--- src/rtl/fetch_unit.sv ---
`default_nettype none
// ============================================================================
// Module      : fetch_unit
// Description : RV32I instruction-fetch stage. Owns the program counter,
//               issues one word request at a time over a req/gnt/rvalid
//               handshake and presents {instr, pc} to decode, with stall
//               back-pressure and single-cycle branch redirect.
// Revision    : 1.0 - initial release
// ============================================================================
module fetch_unit #(
  parameter logic [31:0] RESET_PC  = 32'h0000_0000,
  parameter logic [31:0] NOP_INSTR = 32'h0000_0013
) (
  input  logic        clk,
  input  logic        rst,
  output logic        imem_req,
  output logic [31:0] imem_addr,
  input  logic        imem_gnt,
  input  logic        imem_rvalid,
  input  logic [31:0] imem_rdata,
  input  logic        stall,
  input  logic        branch_taken,
  input  logic [31:0] branch_target,
  output logic        if_valid,
  output logic [31:0] if_instr,
  output logic [31:0] if_pc
);

  typedef enum logic [1:0] {
    ST_ISSUE = 2'd0,
    ST_WAIT  = 2'd1,
    ST_HOLD  = 2'd2
  } state_t;

  localparam logic [31:0] C_ALIGN_MASK = 32'hFFFF_FFFC;

  state_t      r_state;
  state_t      w_state_nxt;
  logic        r_discard;
  logic        w_discard_nxt;
  logic [31:0] r_pc;
  logic [31:0] r_req_pc;
  logic [31:0] r_skid_instr;
  logic [31:0] r_skid_pc;

  logic        w_consume;
  logic        w_slot_free;
  logic        w_fire;
  logic        w_load_slot;
  logic        w_load_skid;
  logic        w_skid_to_slot;
  logic [31:0] w_target;

  // Decode takes the output slot at this edge when it is valid and not stalled.
  assign w_consume   = if_valid && !stall;
  assign w_slot_free = !if_valid || w_consume;
  assign imem_req    = (r_state == ST_ISSUE) && w_slot_free;
  assign imem_addr   = r_pc;
  assign w_fire      = imem_req && imem_gnt;
  // Masking (rather than slicing) keeps every target bit in use.
  assign w_target    = branch_target & C_ALIGN_MASK;

  // Next-state and datapath-control decode; a redirect overrides all else.
  always_comb begin
    w_state_nxt    = r_state;
    w_discard_nxt  = r_discard;
    w_load_slot    = 1'b0;
    w_load_skid    = 1'b0;
    w_skid_to_slot = 1'b0;
    if (branch_taken) begin
      case (r_state)
        ST_ISSUE: begin
          // A request granted alongside the redirect fetches a stale address.
          if (w_fire) begin
            w_state_nxt   = ST_WAIT;
            w_discard_nxt = 1'b1;
          end
        end
        ST_WAIT: begin
          if (imem_rvalid) begin
            w_state_nxt   = ST_ISSUE;
            w_discard_nxt = 1'b0;
          end else begin
            w_discard_nxt = 1'b1;
          end
        end
        default: begin
          w_state_nxt   = ST_ISSUE;
          w_discard_nxt = 1'b0;
        end
      endcase
    end else begin
      case (r_state)
        ST_ISSUE: begin
          if (w_fire) w_state_nxt = ST_WAIT;
        end
        ST_WAIT: begin
          if (imem_rvalid) begin
            if (r_discard) begin
              w_discard_nxt = 1'b0;
              w_state_nxt   = ST_ISSUE;
            end else if (w_slot_free) begin
              w_load_slot = 1'b1;
              w_state_nxt = ST_ISSUE;
            end else begin
              w_load_skid = 1'b1;
              w_state_nxt = ST_HOLD;
            end
          end
        end
        ST_HOLD: begin
          if (w_consume) begin
            w_skid_to_slot = 1'b1;
            w_state_nxt    = ST_ISSUE;
          end
        end
        default: begin
          w_state_nxt = ST_ISSUE;
        end
      endcase
    end
  end

  // State and discard flag registers.
  always_ff @(posedge clk or posedge rst) begin
    if (rst) begin
      r_state   <= ST_ISSUE;
      r_discard <= 1'b0;
    end else begin
      r_state   <= w_state_nxt;
      r_discard <= w_discard_nxt;
    end
  end

  // Program counter and in-flight address; redirect wins over the +4 advance.
  always_ff @(posedge clk or posedge rst) begin
    if (rst) begin
      r_pc     <= RESET_PC;
      r_req_pc <= RESET_PC;
    end else begin
      if (branch_taken) begin
        r_pc <= w_target;
      end else if (w_fire) begin
        r_pc <= r_pc + 32'd4;
      end
      if (w_fire) r_req_pc <= r_pc;
    end
  end

  // Output slot toward decode; an empty slot always shows the NOP encoding.
  always_ff @(posedge clk or posedge rst) begin
    if (rst) begin
      if_valid <= 1'b0;
      if_instr <= NOP_INSTR;
      if_pc    <= RESET_PC;
    end else if (branch_taken) begin
      if_valid <= 1'b0;
      if_instr <= NOP_INSTR;
    end else if (w_load_slot) begin
      if_valid <= 1'b1;
      if_instr <= imem_rdata;
      if_pc    <= r_req_pc;
    end else if (w_skid_to_slot) begin
      if_valid <= 1'b1;
      if_instr <= r_skid_instr;
      if_pc    <= r_skid_pc;
    end else if (w_consume) begin
      if_valid <= 1'b0;
      if_instr <= NOP_INSTR;
    end
  end

  // Skid buffer; its contents are meaningful only while in HOLD.
  always_ff @(posedge clk or posedge rst) begin
    if (rst) begin
      r_skid_instr <= NOP_INSTR;
      r_skid_pc    <= RESET_PC;
    end else if (w_load_skid) begin
      r_skid_instr <= imem_rdata;
      r_skid_pc    <= r_req_pc;
    end
  end

endmodule
`default_nettype wire

--- config.mk ---
export PLATFORM = sky130hd
export DESIGN_NAME = fetch_unit
export DESIGN_NICKNAME = d
export VERILOG_FILES = /design/src/rtl/fetch_unit.sv
export SDC_FILE = /design/constraint.sdc
export NUM_CORES = 1
export LEC_CHECK = 0
export ABC_AREA = 1
export CAP_MARGIN = 20
export CELL_PAD_IN_SITES_DETAIL_PLACEMENT = 0
export CELL_PAD_IN_SITES_GLOBAL_PLACEMENT = 1
export CORE_ASPECT_RATIO = 1.5
export CORE_MARGIN = 4
export CORE_UTILIZATION = 35
export CTS_BUF_LIST = sky130_fd_sc_hd__clkbuf_16
export CTS_CLUSTER_DIAMETER = 40
export DETAILED_ROUTE_END_ITERATION = 7
export PLACE_DENSITY = 0.89
export SYNTH_ARGS = -nofsm -noshare
export SYNTH_HDL_FRONTEND = slang
export SYNTH_SLANG_ARGS = --single-unit
--- constraint.sdc ---
create_clock -name clk -period 6.7 [get_ports clk]
set_clock_uncertainty 0.15 [all_clocks]
set_input_delay 1.34 -clock clk [delete_from_list [all_inputs] [get_ports clk]]
set_output_delay 1.34 -clock clk [all_outputs]
set_load 0.1 [all_outputs]
== Word level (Yosys, flattened, before mapping) ==
Index checks and enable logic that the tools add are counted.
W data, S select, Z words.

* Bitwise operators: 1
* Add/sub/neg operators: 1
* Equality and inequality tests: 5
* Reductions and logical operators: 15
* Muxes and demuxes: 40

{| class="wikitable"
|+ Operator list
! cell !! count
|-
| $mux W32 || 8
|-
| $add A32 B3 Y32 const B || 1
|-
| $mux W1 || 22
|-
| $mux W2 || 7
|-
| $reduce_bool A2 Y1 || 4
|-
| $ne A3 B3 Y1 const B || 2
|-
| $pmux W2 S3 || 1
|-
| $pmux W2 S2 || 1
|-
| $reduce_and A2 Y1 || 2
|-
| $reduce_bool A4 Y1 || 1
|-
| $logic_and A1 B1 Y1 || 3
|-
| $reduce_and A3 Y1 || 1
|-
| $eq A2 B1 Y1 const B || 1
|-
| $eq A2 B2 Y1 const B || 1
|-
| $logic_not A1 Y1 || 2
|-
| $logic_not A2 Y1 || 1
|-
| $ne A2 B2 Y1 const B || 1
|-
| $pmux W1 S2 || 1
|-
| $logic_or A1 B1 Y1 || 1
|-
| $not A1 Y1 || 1
|}

* Input port bits: 70
* Output and inout bits: 98
* Logic and storage cells: 71
* Register bits after elaboration: 196

== Longest topological paths before layout ==
Gate-level depths: netlist (run 1).

* Word-level depth: 10
* Depth in mapped cells: 9
* Mapped depth without buffers: 9

== Least setup slack after synthesis (run 1) ==
No wires, ideal clock.

* Path kind: input to output
* Start point: input stall
* End point: output imem_req
* Data required time: 5.210 ns
* Stages on the path: 3
* Buffers on the path: 0
* Slack: 3.088 ns
* Arrival time: 2.122 ns
* Path through: nand2_1 nand2_1 inv_1

* Longest elaborated chain between the ends: 4

{| class="wikitable"
|+ RTL lines
! what !! line !! text
|-
| start, declared || 21 || <nowiki>input logic stall,</nowiki>
|-
| $logic_not A1 Y1 || 55 || <nowiki>assign w_consume = if_valid && !stall;</nowiki>
|-
| $logic_and A1 B1 Y1 || 55 ||
|-
| $logic_or A1 B1 Y1 || 56 || <nowiki>assign w_slot_free = !if_valid || w_consume;</nowiki>
|-
| $logic_and A1 B1 Y1 || 57 || <nowiki>assign imem_req = (r_state == ST_ISSUE) && w_slot_free;</nowiki>
|-
| end, declared || 16 || <nowiki>output logic imem_req,</nowiki>
|}

Every way passes these cells.

== Worst setup path after layout (run 1) ==
Ends and elaborated chain as after synthesis.

==> flow_summary.json, run 1 <==
{
  "tritonroute_pass_1_iters": 5,
  "vias": 7003,
  "synth_cell_type_count": 30,
  "post_synthesis_average_cell_area_um2": 8.30,
  "yosysWarningCount": 0,
  "drt.antenna.violating_nets": 0,
  "post-synth-top-count-cell": "nand2_1",
  "timing.setup.critical_path_class": "input pin to output pin",
  "power_density_mw_per_mm2": 394,
  "starting_utilization_of_the_core_area": 0.357,
  "design.portCount": 168,
  "first_iter_violations": 362,
  "rsz0062_at_grt": "false",
  "hold_path.class": "register to register",
  "numPortBuffers": 161,
  "die_height_um": 199,
  "worstPathArrival_ns": 3.26,
  "rows": 69,
  "grt_pass1_vias": 6863,
  "nNetsFinal": 1238,
  "clock-root-buffer": "clkbuf_16",
  "register_area_share_after_synthesis": 0.554,
  "cts_resized": 0,
  "design.die.area_mm2": 0.0269,
  "avgViaCountPerCell": 4.67,
  "power_leakage_nw": 4.92,
  "drt_drc": 0,
  "initial_antenna_violation_count": 0,
  "async_flop_share": 1.00,
  "synth-edff-count": 0,
  "die_w_um": 135,
  "required_arrival_time_at_the_worst_endpoint_ns": 5.21,
  "timing.final.setup_violations": 0,
  "vdd_ir_drop_max_uv": 220,
  "clk_pin_slew_ns": 0.07,
  "antennaDiodeCount": 0,
  "overflow": 0,
  "timing.max_slew.rel_slack": 0.274,
  "post_synth_instance_area_mm2": 0.00851,
  "finalWeightedCongestion": 0.827,
  "timing.rr.start": "r_state[0]$_DFFE_PP0P_",
  "clk-insertion-delay-late_ns": 0.43,
  "run_status": "finished clean",
  "route.detailed.wl_per_inst_um": 14.5,
  "worstSetupStartpoint": "stall",
  "area.growth.synth_to_final_pct": 28.1,
  "yosys-top-cells-count": "nand2_1 (357), dfrtp_1 (182), inv_1 (120)",
  "post_cts_hold_buffer_count": 0,
  "synth-main-ff-cell": "dfrtp_1",
  "wire_length_of_the_first_global_routing_pass_mm": 35.8,
  "cells_after_synthesis": 1026,
  "final_min_period_over_clock_period": 0.709,
  "grt.total_usage": 0.167,
  "largest_net_degree_at_the_start_of_global_routing": 90,
  "crit_path_time_final_ns": 4.75,
  "seqCellArea_mm2": 0.00471,
  "detailed_place_hpwl_mm": 15.4,
  "timing.critical_path.fanout_max": 4,
  "htree_num_levels": 4,
  "cts_tree": "done",
  "clock_sink_count": 188,
  "postRouteWirelength_mm": 21.7,
  "final_number_of_hold_violating_endpoints": 0,
  "finalSetupTns_ns": 0,
  "tritoncts.num_buffers": 17,
  "worst_slew_pin_slew_ns": 1.08,
  "share_of_post_route_cells_with_drive_strength_above_1": 0.0525,
  "synth_largest_area_cell": "dfrtp_1",
  "critical_path.startpoint_type": "input pin",
  "clockBufferDepth": 2,
  "postCtsSetupBuffers": 0,
  "fmaxAchievable_ghz": 0.210,
  "postPlaceCellArea_mm2": 0.0103,
  "max-cap-violations": 0,
  "ys_seq_elements": 188,
  "area_fraction_of_the_dominant_cell_type_after_synthesis": 0.535,
  "maxSlewViolCount": 0,
  "fillers": 2393,
  "timing.hold.worst.start": "r_skid_instr[4]$_DFFE_PP1P_",
  "end_kind": "output pin",
  "multiInputGateArea_mm2": 0.00305,
  "core_area_mm2": 0.0238,
  "yosys-top-cells-area": "dfrtp_1 (54%), nand2_1 (16%), o21ai_0 (6.8%), o211ai_1 (5.4%), inv_1 (5.3%)",
  "finish.instance_area_mm2": 0.0109
}
## per-layer routing
layer,vias up,GRT usage,share of wire
met2,152,0.291,0.52
met1,3278,0.207,0.42
met5,-,0,0
met4,0,0.0568,0.021
li1,3548,-,-
met3,25,0.0311,0.039
## layout make-up
| class | count | share of cell area |
|---|---|---|
| clock inverters | 15 | 0.0138 |
| well taps | 319 | 0.0366 |
| inverters | 127 | 0.0442 |
| clock buffers | 17 | 0.0390 |
| flip-flops and latches | 188 | 0.432 |
| repair buffers | 169 | 0.154 |
| multi-input cells | 664 | 0.280 |
## where the power goes
part,internal (mW),leakage (nW),switching [mW]
clock,0.550,0.286,0.441
sequential,1.39,2.46,0.170
combinational,0.403,2.18,1.35
total,2.35,4.92,1.96
## state kept, by name, indices dropped and copies added, names as in the netlist
| register | count |
|---|---|
| r_state | 2 |
| if_instr | 32 |
| if_valid | 1 |
| r_skid_instr | 32 |
| r_req_pc | 30 |
| r_discard | 1 |
| r_skid_pc | 30 |
| if_pc | 30 |
| imem_addr | 30 |
## cell families (layout without fill, tap and decap cells)
family	Yosys count	count (layout)	synth area share
and+or+nand+nor	457	457	0.214
AOI/OAI and AO/OA	197	197	0.136
DFF	188	188	0.554
buffers and inverters	177	328	0.0903
xor gates and xnor gates	5	5	0.00514
adders and majority gates	1	1	0.00147
other	1	4	0.000441
## final timing paths
path | end | slack, ns | cells after the start
worst max-delay path | imem_req | 1.95 | 5
worst min-delay path | r_skid_instr[4]$_DFFE_PP1P_ | 0.32 | 2
worst max register to register | if_instr[16]$_DFFE_PP0P_ | 4.07 | 7
worst min register to register | r_skid_instr[4]$_DFFE_PP1P_ | 0.32 | 2
max in group asynchronous | r_skid_instr[29]$_DFFE_PP0P_ | 3.94 | 3
min in group asynchronous | if_valid$_DFFE_PP0P_ | 1.23 | 2
## cells in the final DEF (no fill, tap or decap), types with 6 or more instances in the layout
cell	count
inv_2	6
o21ai_1	14
inv_1	121
nor2_1	41
dfstp_2	6
nand3_1	47
buf_4	7
o211ai_1	61
o21ai_0	115
clkbuf_16	17
clkdlybuf4s50_1	161
dfrtp_1	182
nand2_1	357
## metrics by stage
stage	total power [mW]	hold slack (ns)	worst slack (ns)	util	instances
6_report	4.30	0.325	1.95	0.458	1499
3_5_place_dp	3.34	0.318	1.95	0.433	1466
4_1_cts	4.35	0.328	1.94	0.457	1498
2_1_floorplan	2.87	0.301	0.106	-	1029
5_1_grt	4.52	0.356	1.86	0.458	1499
3_3_place_gp	3.32	0.312	1.95	0.433	1466
## worst max-delay path: stages
cell and delay (ns):
clkdlybuf4s50_1 0.48, nand2_1 0.18, nand2_1 0.08, inv_1 0.05
clkdlybuf4s50_1 1.12
(Power assumes the default switching activity.)
==> inputs of run 2 (changes only) <==
CORE_UTILIZATION = 38   (was 35)
PLACE_DENSITY = 0.91   (was 0.89)
clock period = 4.9 ns   (was 6.7 ns; I/O delays follow)
==> flow_summary.json, run 2 (synthesis results as in run 1) <==
{
  "run_status": "finished clean",
  "first_iter_violations": 466,
  "holdPathEnd": "r_skid_instr[4]$_DFFE_PP1P_",
  "final_min_period_over_clock_period": 0.677,
  "switching_share": 0.456,
  "internal_power_mw": 3.22,
  "worst-r2r-setup-slack_ns": 2.55,
  "timing.setup.critical_path_class": "input pin to register",
  "wire_length_of_the_first_global_routing_pass_mm": 35.7,
  "critical_path.startpoint_type": "input pin",
  "clockBufferDepth": 2,
  "r2r.worst_path.cells": 6,
  "nNetsFinal": 1239,
  "cts_resized": 0,
  "tritoncts.num_buffers": 17,
  "crit_path_time_final_ns": 3.32,
  "clk-insertion-delay-late_ns": 0.43,
  "postRouteWirelength_mm": 21.6,
  "postCtsSetupBuffers": 0,
  "clock-root-buffer": "clkbuf_16",
  "overflow": 0,
  "final_number_of_hold_violating_endpoints": 0,
  "max-cap-violations": 0,
  "rsz0062_at_grt": "false",
  "max_stage_delay_ns": 0.65,
  "avgViaCountPerCell": 4.86,
  "timing.critical_path.mode_cell": "nand2_1",
  "hold_critical_path_depth": 2,
  "grt_pass1_vias": 7010,
  "fmaxAchievable_ghz": 0.302,
  "power_leakage_nw": 4.93,
  "post_cts_hold_buffer_count": 0,
  "cts_tree": "done",
  "route.detailed.wl_per_inst_um": 14.8,
  "timing.critical_path.fanout_max": 32,
  "worst_slew_pin_slew_ns": 1.07,
  "maxSlewViolCount": 0,
  "vdd_ir_drop_max_uv": 278,
  "seq_power_share": 0.360,
  "timing.rr.start": "if_valid$_DFFE_PP0P_",
  "detailed_place_hpwl_mm": 15.3,
  "vias": 7060,
  "tritonroute_pass_1_iters": 5,
  "timing.final.setup_violations": 0,
  "fillers": 2078,
  "clock_sink_count": 188,
  "largest_net_degree_at_the_start_of_global_routing": 67,
  "clk_pin_slew_ns": 0.07,
  "rows": 66,
  "critical-path-slowest-cell": "clkdlybuf4s50_1",
  "htree_num_levels": 4,
  "end_kind": "register",
  "antennaDiodeCount": 0,
  "grt.total_usage": 0.181,
  "power_density_mw_per_mm2": 544,
  "most-common-layout-cells": "nand2_1 (357), dfrtp_1 (182), clkdlybuf4s50_1 (160)",
  "biggestRegsByFlops": "if_instr: 32 flops, r_skid_instr: 32 flops",
  "share_of_post_route_cells_with_drive_strength_above_1": 0.0550,
  "area.growth.synth_to_final_pct": 27.9,
  "drt_drc": 0,
  "timing.hold.worst.start": "r_skid_instr[4]$_DFFE_PP1P_",
  "total_switching_power_mw": 2.70,
  "die_w_um": 130,
  "timing.max_slew.rel_slack": 0.283,
  "starting_utilization_of_the_core_area": 0.389,
  "worstPathArrival_ns": 3.48,
  "required_arrival_time_at_the_worst_endpoint_ns": 5.07,
  "most_common_cell_after_layout_fill_and_taps_aside": "nand2_1",
  "hold_path.class": "register to register",
  "finalWeightedCongestion": 0.847,
  "design.die.area_mm2": 0.0249,
  "finalSetupTns_ns": 0,
  "numPortBuffers": 161,
  "power.share.clock": 0.237,
  "die_height_um": 191,
  "design.portCount": 168,
  "comb_power_share": 0.403,
  "totalPowerFinal_mw": 5.92,
  "initial_antenna_violation_count": 1,
  "crit_path_cell_trace": "clkdlybuf4s50_1 > buf_4 > inv_1 > nand2_1 > clkinv_1 > nand2_1 > o211ai_1",
  "drt.antenna.violating_nets": 0,
  "core_area_mm2": 0.0219,
  "crit-reg2reg-capture": "imem_addr[6]$_DFFE_PP0P_"
}
## run 2: final cells by class
class	count	area [um2]	share of cell area
multi-input cells	664	3050	0.280
flip-flops and latches	188	4710	0.433
inverters	127	480	0.0441
clock buffers	17	425	0.0391
repair buffers	170	1710	0.157
clock inverters	15	163	0.0149
well taps	272	340	0.0313
## run 2: critical path: cells and delay by family
family	cells	cell delay (ns)
simple gates	2	0.76
compound gates	1	0.09
buf+inv	4	1.64
## run 2: worst max-delay path by stage
| stage | startpoint | end | slack (ns) | depth (start not counted) |
|---|---|---|---|---|
| 6_report | branch_taken | imem_addr[6]$_DFFE_PP0P_ | 1.58 | 7 |
| 5_1_grt | branch_taken | imem_addr[6]$_DFFE_PP0P_ | 1.31 | 7 |
| 4_1_cts | branch_taken | imem_addr[6]$_DFFE_PP0P_ | 1.56 | 7 |
| 3_5_place_dp | branch_taken | imem_addr[6]$_DFFE_PP0P_ | 1.09 | 7 |
| 3_3_place_gp | branch_taken | imem_addr[6]$_DFFE_PP0P_ | 1.10 | 7 |
| 2_1_floorplan | rst | if_instr[10]$_DFFE_PP0P_ | 1.35 | 1 |
## run 2: power groups by stage
stage	registers (mW)	logic, mW	clock network [mW]
floorplan	3.40	0.522	0
global placement	2.15	2.38	0
detailed placement	2.16	2.41	0
CTS	2.13	2.41	1.44
global route	2.18	2.52	1.50
finish	2.13	2.39	1.40
## run 2: through the flow
| step | instances | setup WS, ns | cell area, um2 | hold slack, ns | utilization |
|---|---|---|---|---|---|
| after floorplan | 1029 | 1.35 | 8530 | 0.301 | - |
| after global placement | 1420 | 1.10 | 10300 | 0.312 | 0.470 |
| after detailed placement | 1420 | 1.09 | 10300 | 0.317 | 0.470 |
| after CTS | 1452 | 1.56 | 10900 | 0.327 | 0.497 |
| after global routing | 1453 | 1.31 | 10900 | 0.341 | 0.497 |
| final | 1453 | 1.58 | 10900 | 0.323 | 0.497 |
## run 2: layer usage
metal,up-vias,share of wire,GRT usage
met4,2,0.030,0.0764
met2,159,0.51,0.305
met1,3326,0.42,0.225
met5,-,0.00070,0
li1,3538,-,-
met3,35,0.039,0.0347
